--- src/rtl/mem_stage_pkg.sv ---
// Shared types and sizing helpers for the MEM stage ordering queue.
package mem_stage_pkg;

    localparam int DEPTH_MIN = 2;
    localparam int DEPTH_MAX = 8;

    typedef struct packed {
        logic [31:0] pc;
        logic [31:0] alu_result;
        logic [4:0]  dest;
        logic        gr_we;
        logic        res_from_mem;
        logic        req_sent;
        logic        op_b;
        logic        op_h;
        logic        op_unsigned;
        logic [31:0] rdata;
        logic        has_data;
    } mem_entry_t;

    function automatic int ptr_w(input int depth);
        return (depth > 2) ? $clog2(depth) : 1;
    endfunction

    // Must be able to hold the value DEPTH itself (full FIFO / full drain).
    function automatic int cnt_w(input int depth);
        return $clog2(depth + 1);
    endfunction

endpackage

--- src/rtl/mem_ld_align.sv ---
// Load lane select and sign/zero extension for byte, half and word loads.
module mem_ld_align (
    input  logic [31:0] rdata_i,
    input  logic [1:0]  addr_lo_i,
    input  logic        op_b_i,
    input  logic        op_h_i,
    input  logic        op_unsigned_i,
    output logic [31:0] result_o
);

    logic [7:0]  byte_lane;
    logic [15:0] half_lane;

    always_comb begin
        byte_lane = rdata_i[7:0];
        case (addr_lo_i)
            2'd0:    byte_lane = rdata_i[7:0];
            2'd1:    byte_lane = rdata_i[15:8];
            2'd2:    byte_lane = rdata_i[23:16];
            default: byte_lane = rdata_i[31:24];
        endcase
        half_lane = addr_lo_i[1] ? rdata_i[31:16] : rdata_i[15:0];

        if (op_b_i)
            result_o = {{24{~op_unsigned_i & byte_lane[7]}}, byte_lane};
        else if (op_h_i)
            result_o = {{16{~op_unsigned_i & half_lane[15]}}, half_lane};
        else
            result_o = rdata_i;
    end

endmodule

--- src/rtl/mem_stage_oq.sv ---
// MEM stage in-order queue: tracks in-flight loads/stores, matches data_ok responses
// in order, drains orphaned responses after flush. Define MEM_PERF_CNT_EN for the stall counter.
module mem_stage_oq
    import mem_stage_pkg::*;
#(
    parameter int DEPTH = 2,
    parameter int PL_W  = 160
) (
    input  logic            clk,
    input  logic            resetn,
    input  logic            ex_valid,
    output logic            ex_allowin,
    input  logic [31:0]     ex_pc,
    input  logic [31:0]     ex_alu_result,
    input  logic [4:0]      ex_dest,
    input  logic            ex_gr_we,
    input  logic            ex_res_from_mem,
    input  logic            ex_req_sent,
    input  logic            ex_op_b,
    input  logic            ex_op_h,
    input  logic            ex_op_unsigned,
    input  logic [PL_W-1:0] ex_payload,
    input  logic [31:0]     data_sram_rdata,
    input  logic            data_sram_data_ok,
    input  logic            flush,
    output logic            wb_valid,
    input  logic            wb_allowin,
    output logic [31:0]     wb_pc,
    output logic            wb_gr_we,
    output logic [4:0]      wb_dest,
    output logic [31:0]     wb_result,
    output logic [PL_W-1:0] wb_payload,
    output logic            mem_can_issue,
    output logic            mem_busy,
    output logic [31:0]     perf_stall_cnt
);

    localparam int PTR_W = ptr_w(DEPTH);
    localparam int CNT_W = cnt_w(DEPTH);

    if (DEPTH < DEPTH_MIN || DEPTH > DEPTH_MAX || (DEPTH & (DEPTH - 1)) != 0) begin : g_bad_depth
        $error("mem_stage_oq: DEPTH must be a power of 2 in 2..8");
    end

    logic              valid_q   [DEPTH];
    mem_entry_t        entry_q   [DEPTH];
    logic [PL_W-1:0]   payload_q [DEPTH];
    logic [PTR_W-1:0]  rptr_q, rptr_d, wptr_q, wptr_d;
    logic [CNT_W-1:0]  count_q, count_d, drain_q, drain_d;

    logic [PTR_W-1:0]  scan_idx, tgt_idx;
    logic              tgt_found;
    logic [CNT_W-1:0]  unresolved, inflight_req;
    logic              push, pop, full, dok_consume, drain_dec;
    logic              head_valid, head_hit;
    mem_entry_t        head_entry, new_entry;
    logic [31:0]       head_rdata, ld_result;

    // Entries are contiguous from rptr, so scanning in age order finds the oldest waiter.
    always_comb begin
        scan_idx     = rptr_q;
        tgt_idx      = rptr_q;
        tgt_found    = 1'b0;
        unresolved   = '0;
        inflight_req = '0;
        for (int i = 0; i < DEPTH; i++) begin
            scan_idx = rptr_q + PTR_W'(i);
            if (valid_q[scan_idx] && entry_q[scan_idx].req_sent) begin
                inflight_req = inflight_req + CNT_W'(1);
                if (!entry_q[scan_idx].has_data) begin
                    unresolved = unresolved + CNT_W'(1);
                    if (!tgt_found) begin
                        tgt_found = 1'b1;
                        tgt_idx   = scan_idx;
                    end
                end
            end
        end
    end

    assign drain_dec   = data_sram_data_ok && (drain_q != '0);
    assign dok_consume = data_sram_data_ok && (drain_q == '0) && tgt_found;

    assign head_valid = valid_q[rptr_q];
    assign head_entry = entry_q[rptr_q];
    assign head_hit   = dok_consume && (tgt_idx == rptr_q);
    assign head_rdata = head_hit ? data_sram_rdata : head_entry.rdata;

    assign wb_valid = head_valid && (!head_entry.req_sent || head_entry.has_data || head_hit);
    assign full     = (count_q == CNT_W'(DEPTH));
    assign pop      = wb_valid && wb_allowin;
    assign ex_allowin = !full || pop;
    assign push     = ex_valid && ex_allowin;

    mem_ld_align u_ld_align (
        .rdata_i       (head_rdata),
        .addr_lo_i     (head_entry.alu_result[1:0]),
        .op_b_i        (head_entry.op_b),
        .op_h_i        (head_entry.op_h),
        .op_unsigned_i (head_entry.op_unsigned),
        .result_o      (ld_result)
    );

    assign wb_pc      = head_entry.pc;
    assign wb_gr_we   = head_entry.gr_we;
    assign wb_dest    = head_entry.dest;
    assign wb_result  = head_entry.res_from_mem ? ld_result : head_entry.alu_result;
    assign wb_payload = payload_q[rptr_q];

    assign mem_can_issue = ({1'b0, inflight_req} + {1'b0, drain_q}) < (CNT_W + 1)'(DEPTH);
    assign mem_busy      = (count_q != '0) || (drain_q != '0);

    always_comb begin
        new_entry              = '0;
        new_entry.pc           = ex_pc;
        new_entry.alu_result   = ex_alu_result;
        new_entry.dest         = ex_dest;
        new_entry.gr_we        = ex_gr_we;
        new_entry.res_from_mem = ex_res_from_mem;
        new_entry.req_sent     = ex_req_sent;
        new_entry.op_b         = ex_op_b;
        new_entry.op_h         = ex_op_h;
        new_entry.op_unsigned  = ex_op_unsigned;
    end

    // A flushed same-cycle push still has its request in flight, so it joins the drain.
    always_comb begin
        rptr_d  = rptr_q + PTR_W'(pop);
        wptr_d  = wptr_q + PTR_W'(push);
        count_d = count_q + CNT_W'(push) - CNT_W'(pop);
        drain_d = drain_q;
        if (flush) begin
            rptr_d  = '0;
            wptr_d  = '0;
            count_d = '0;
            drain_d = drain_q - CNT_W'(drain_dec) + unresolved - CNT_W'(dok_consume)
                      + CNT_W'(push && ex_req_sent);
        end else if (drain_dec) begin
            drain_d = drain_q - CNT_W'(1);
        end
    end

    always_ff @(posedge clk) begin
        if (!resetn) begin
            rptr_q  <= '0;
            wptr_q  <= '0;
            count_q <= '0;
            drain_q <= '0;
        end else begin
            rptr_q  <= rptr_d;
            wptr_q  <= wptr_d;
            count_q <= count_d;
            drain_q <= drain_d;
        end
    end

    for (genvar gi = 0; gi < DEPTH; gi++) begin : g_entry
        always_ff @(posedge clk) begin
            if (!resetn || flush) begin
                valid_q[gi] <= 1'b0;
            end else begin
                if (pop && rptr_q == PTR_W'(gi))
                    valid_q[gi] <= 1'b0;
                if (push && wptr_q == PTR_W'(gi))
                    valid_q[gi] <= 1'b1;
            end
        end

        // Push is written last so a new entry wins over a capture into the slot just vacated.
        always_ff @(posedge clk) begin
            if (dok_consume && tgt_idx == PTR_W'(gi)) begin
                entry_q[gi].rdata    <= data_sram_rdata;
                entry_q[gi].has_data <= 1'b1;
            end
            if (push && wptr_q == PTR_W'(gi)) begin
                entry_q[gi]   <= new_entry;
                payload_q[gi] <= ex_payload;
            end
        end
    end

`ifdef MEM_PERF_CNT_EN
    logic [31:0] perf_q, perf_d;

    always_comb begin
        perf_d = perf_q;
        if (head_valid && !wb_valid && perf_q != 32'hFFFF_FFFF)
            perf_d = perf_q + 32'd1;
    end

    always_ff @(posedge clk) begin
        if (!resetn)
            perf_q <= '0;
        else
            perf_q <= perf_d;
    end

    assign perf_stall_cnt = perf_q;
`else
    assign perf_stall_cnt = '0;
`endif

endmodule
--- config.mk ---
export PLATFORM = sky130hd
export DESIGN_NAME = mem_stage_oq
export DESIGN_NICKNAME = d
export VERILOG_FILES = /design/src/rtl/mem_stage_pkg.sv /design/src/rtl/mem_ld_align.sv /design/src/rtl/mem_stage_oq.sv
export SDC_FILE = /design/constraint.sdc
export NUM_CORES = 1
export LEC_CHECK = 0
export ABC_AREA = 1
export ABC_CLOCK_PERIOD_IN_PS = 17300
export CORE_MARGIN = 2
export CORE_UTILIZATION = 50
export DETAILED_ROUTE_END_ITERATION = 10
export PLACE_DENSITY = 0.79
export SLEW_MARGIN = 20
export SYNTH_ARGS = -nofsm -noshare
export SYNTH_HDL_FRONTEND = slang
export SYNTH_SLANG_ARGS = --single-unit
--- constraint.sdc ---
create_clock -name clk -period 17.3 [get_ports clk]
set_input_delay 2.595 -clock clk [delete_from_list [all_inputs] [get_ports clk]]
set_output_delay 2.595 -clock clk [all_outputs]
set_load 0.005 [all_outputs]
==> impl_results.md <==
* Status: finished clean
* Sequential power share at 0.506
* Worst reg2reg endpoint: payload_q[0][43]
* Clk slew on worst S/H paths at roughly 0.06 ns
* Comb pwr share at 0.133
* H-tree depth at 2
* Fmax at 114.8 MHz
* Most frequent cells after synthesis: nand2_1, edfxtp_1, inv_1
* Tcrit/Tclk final at 0.5034
* Async SR Flop Fraction at 0
* Total track usage at 0.2751
* Ports at 539
* Crit-path leading delay family: simple AND/OR/NAND/NOR gates
* Fin nets at 2,847
* Area Growth Syn to Fin at 31.62%
* Overall Power at 3044 uW
* DP HPWL at between 40 and 50 mm
* WL final at around 65 mm
* Worst R2R Path Depth at 17
* VDD IR-drop max at 0.0001073 V
* Number of vias per cell at 5.180
* Clk_skew at 0.01452 ns
* WL per Instance at ~20 um
* Worst slew margin at 0.2381
* Post-synthesis sequential area ratio at 0.7077
* CP Data Arrival Time at 6.11 ns
* Synthesized cell area at 22,550 um^2
* Die area at about 47,000 um^2
* Element type at the critical path end: primary output
* Crit path launch: data_sram_data_ok
* Psw at 718.7 uW
* Area leader, netlist: edfxtp_1
* Clock network power share at 0.361
* Vias in the first global route at 16,680
* DRC at 0
* Slowest cell on crit path: nand3_4
* Clock root cell: clkbuf_16
* Die X at 216.3 um
* Number of synthesis warnings at 0
* Type of the worst min-delay path: reg -> reg
* Clock buffer count from CTS at 55
* First-pass GRT wire length at between 90 and 100 mm
* Unrepaired setup endpoints after global routing: false
* CTS tree: done
* Final setup violation count at 0
* Crit path buffers/inverters at 4
* Setup Crit Path Kind: in -> out
* Final hold violation count at 0
* Clk sinks at 544
* Synth top area cells: edfxtp_1, nand2_1, dfxtp_1, inv_1, nor2_1
* Hold-fix buffers, CTS at 0
* Max-cap viol count at 0
* Switching part of the total at 0.2361
* Post-synth EDFFs at ~510
* RePlAce Congestion at between 0.8 and 0.9
* Initial Utilization at 0.5087
* Synth cell types at 38
* CP Data Required Time at 14.70 ns
* Pwr/cell area at between 100 and 150 nW/um^2
* Avg Cell Area, Syn at between 10 and 15 um^2
* Layout cell share with drive strength beyond 1 at 0.04883
* Number of detailed-route iterations in the first pass at 6
* Final min period at 8.709 ns
* Clk Latency, worst-skew pair at 0.61 ns
* Deepest clock path buffer count at 3
* CP Max Fanout at 71
* Top-count cell post-synth: nand2_1
* Final global-route overflow total at 0
* Fillcell total at 3,156
* Post-Synthesis Cells at 2,079
* CORE AREA at between 40,000 and 50,000 um^2
* #FFs+latches synth at around 540
* Worst Tran Pin Value at 1.143 ns
* ANT nets after route at 0
* Worst R2R Setup Slack at 10.58 ns
* Synth top area share at 0.6740
* Worst hold stages at 2
* Largest net degree at the start of global routing at between 150 and 200
* Max incr delay on CP at roughly 0.55 ns
* Final Max Slew Viols at 0
* Die height at 216.3 um
* Worst setup SP type: primary input
* Worst-path cell chain: clkdlybuf4s50_1 -> nand2_1 -> a21oi_2 -> nand2_4 -> clkinv_2 -> nand3_4 -> nand2_1 -> nand2_1 -> nand2_1 -> nand2_1 -> inv_1 -> nand3_2 -> nand2_1 -> nand2_1 -> nand2_1 -> clkdlybuf4s50_1
* Postcts setup bufs at 0
* Hold Crit Endpoint: count_q[1]
* Post-Route Setup TNS at 0 ns
* Initial antenna violation count at 17
* P_leak at 0.01207 uW
* Primary FF master, synth: edfxtp_1
* Port buffer count at a little over 500
* Worst path most repeated cell: nand2_1
* Site Rows at 77
* Cts repair resizes at 0
* First DRT Iteration DRCs at 1,493
* Routed vias at 16,610
* HP Start: count_q[1]
* Reg-to-reg startpoint: rptr_q
* Internal power at 2325 uW
* Final core occ at 0.6696
cell families (layout without fill, tap and decap cells):
logic type / count (synthesis) / after routing / share of synthesized area
AO/OA/AOI/OAI: 146 / 146 / 0.03618
XOR/XNOR: 5 / 5 / 0.001943
adder cells (fa/ha/maj): 14 / 14 / 0.009102
buffers and inverters: 232 / 723 / 0.04739
flip-flops: 544 / 544 / 0.7077
multiplexers: 3 / 3 / 0.001332
other: 1 / 45 / 0.0001663
AND/OR/NAND/NOR: 1134 / 1134 / 0.1962
how the worst max path moves through the flow:
stage / end / cells past startpoint / slack (ns)
detailed placement: wb_result[19] / 16 / 8.66
global route: wb_result[17] / 19 / 8.24
global placement: wb_result[19] / 16 / 8.74
finish: wb_result[19] / 16 / 8.59
floorplan: entry_q[0][0] / 16 / 6.00
CTS: wb_result[19] / 16 / 8.65
placed cells by master, fill, tap and decap left out, drive strengths merged:
cell / n
or2: 9
buf: 14
clkbuf: 63
nand4: 11
o21ai: 77
xnor2: 3
diode: 13
nand3: 24
o211ai: 10
conb: 32
nor2: 73
dfxtp: 38
a21oi: 54
clkdlybuf4s50: 506
ha: 10
o21bai: 4
nand2: 1017
mux2i: 3
bufinv: 2
edfxtp: 506
xor2: 2
fa: 4
inv: 105
clkinv: 30
clkinvlp: 3
a31oi: 1
layer usage:
| metal | share of wire | routed length, um | track usage | vias to the layer above |
|---|---|---|---|---|
| met3 | 0.095 | 6184 | 0.09235 | 158 |
| li1 | - | - | - | 7765 |
| met4 | 0.045 | 2949 | 0.1199 | 10 |
| met2 | 0.51 | 33320 | 0.4792 | 779 |
| met5 | 0.00097 | 63 | 0 | - |
| met1 | 0.35 | 22640 | 0.3073 | 7894 |
power groups by stage:
stage               clock [uW]  sequential (uW)  combinational [uW]
finish                    1100             1540                 405
global route              1160             1550                 441
CTS                       1120             1540                 406
detailed placement           0             1570                 402
global placement             0             1560                 394
floorplan                    0             1580                 172
through the flow:
| stage | cell area, um^2 | hold WS (ns) | setup WS (ns) | std cells |
|---|---|---|---|---|
| 2_1_floorplan | 22660 | 0.4706 | 6.000 | 2110 |
| 3_3_place_gp | 27960 | 0.4867 | 8.735 | 3094 |
| 6_report | 29670 | 0.5026 | 8.591 | 3206 |
| 3_5_place_dp | 27990 | 0.4932 | 8.663 | 3095 |
| 5_1_grt | 29660 | 0.5520 | 8.240 | 3202 |
| 4_1_cts | 29640 | 0.5062 | 8.652 | 3193 |
worst min-delay path: stages, from the launching register on:
cell     delay [ns]
dfxtp_1        0.32
inv_1          0.08
a21oi_1        0.06
registers in the layout, indices dropped and copies added (netlist names):
name	count
wptr_q	1
payload_q	320
drain_q	2
rptr_q	1
valid_q	2
entry_q	216
count_q	2
cell type report:
| cell class | instances | area [um^2] | area share |
|---|---|---|---|
| timing repair buffer | 520 | 5206 | 0.1754 |
| antenna | 13 | 32.53 | 0.001096 |
| inverter | 105 | 402.9 | 0.01358 |
| sequential | 544 | 15960 | 0.5378 |
| tap | 592 | 740.7 | 0.02496 |
| clock inverter | 35 | 249.0 | 0.008391 |
| clock buffer | 63 | 1406 | 0.04739 |
| multi-input combinational | 1334 | 5678 | 0.1913 |
Note: power is estimated with default switching activity, not from simulation.
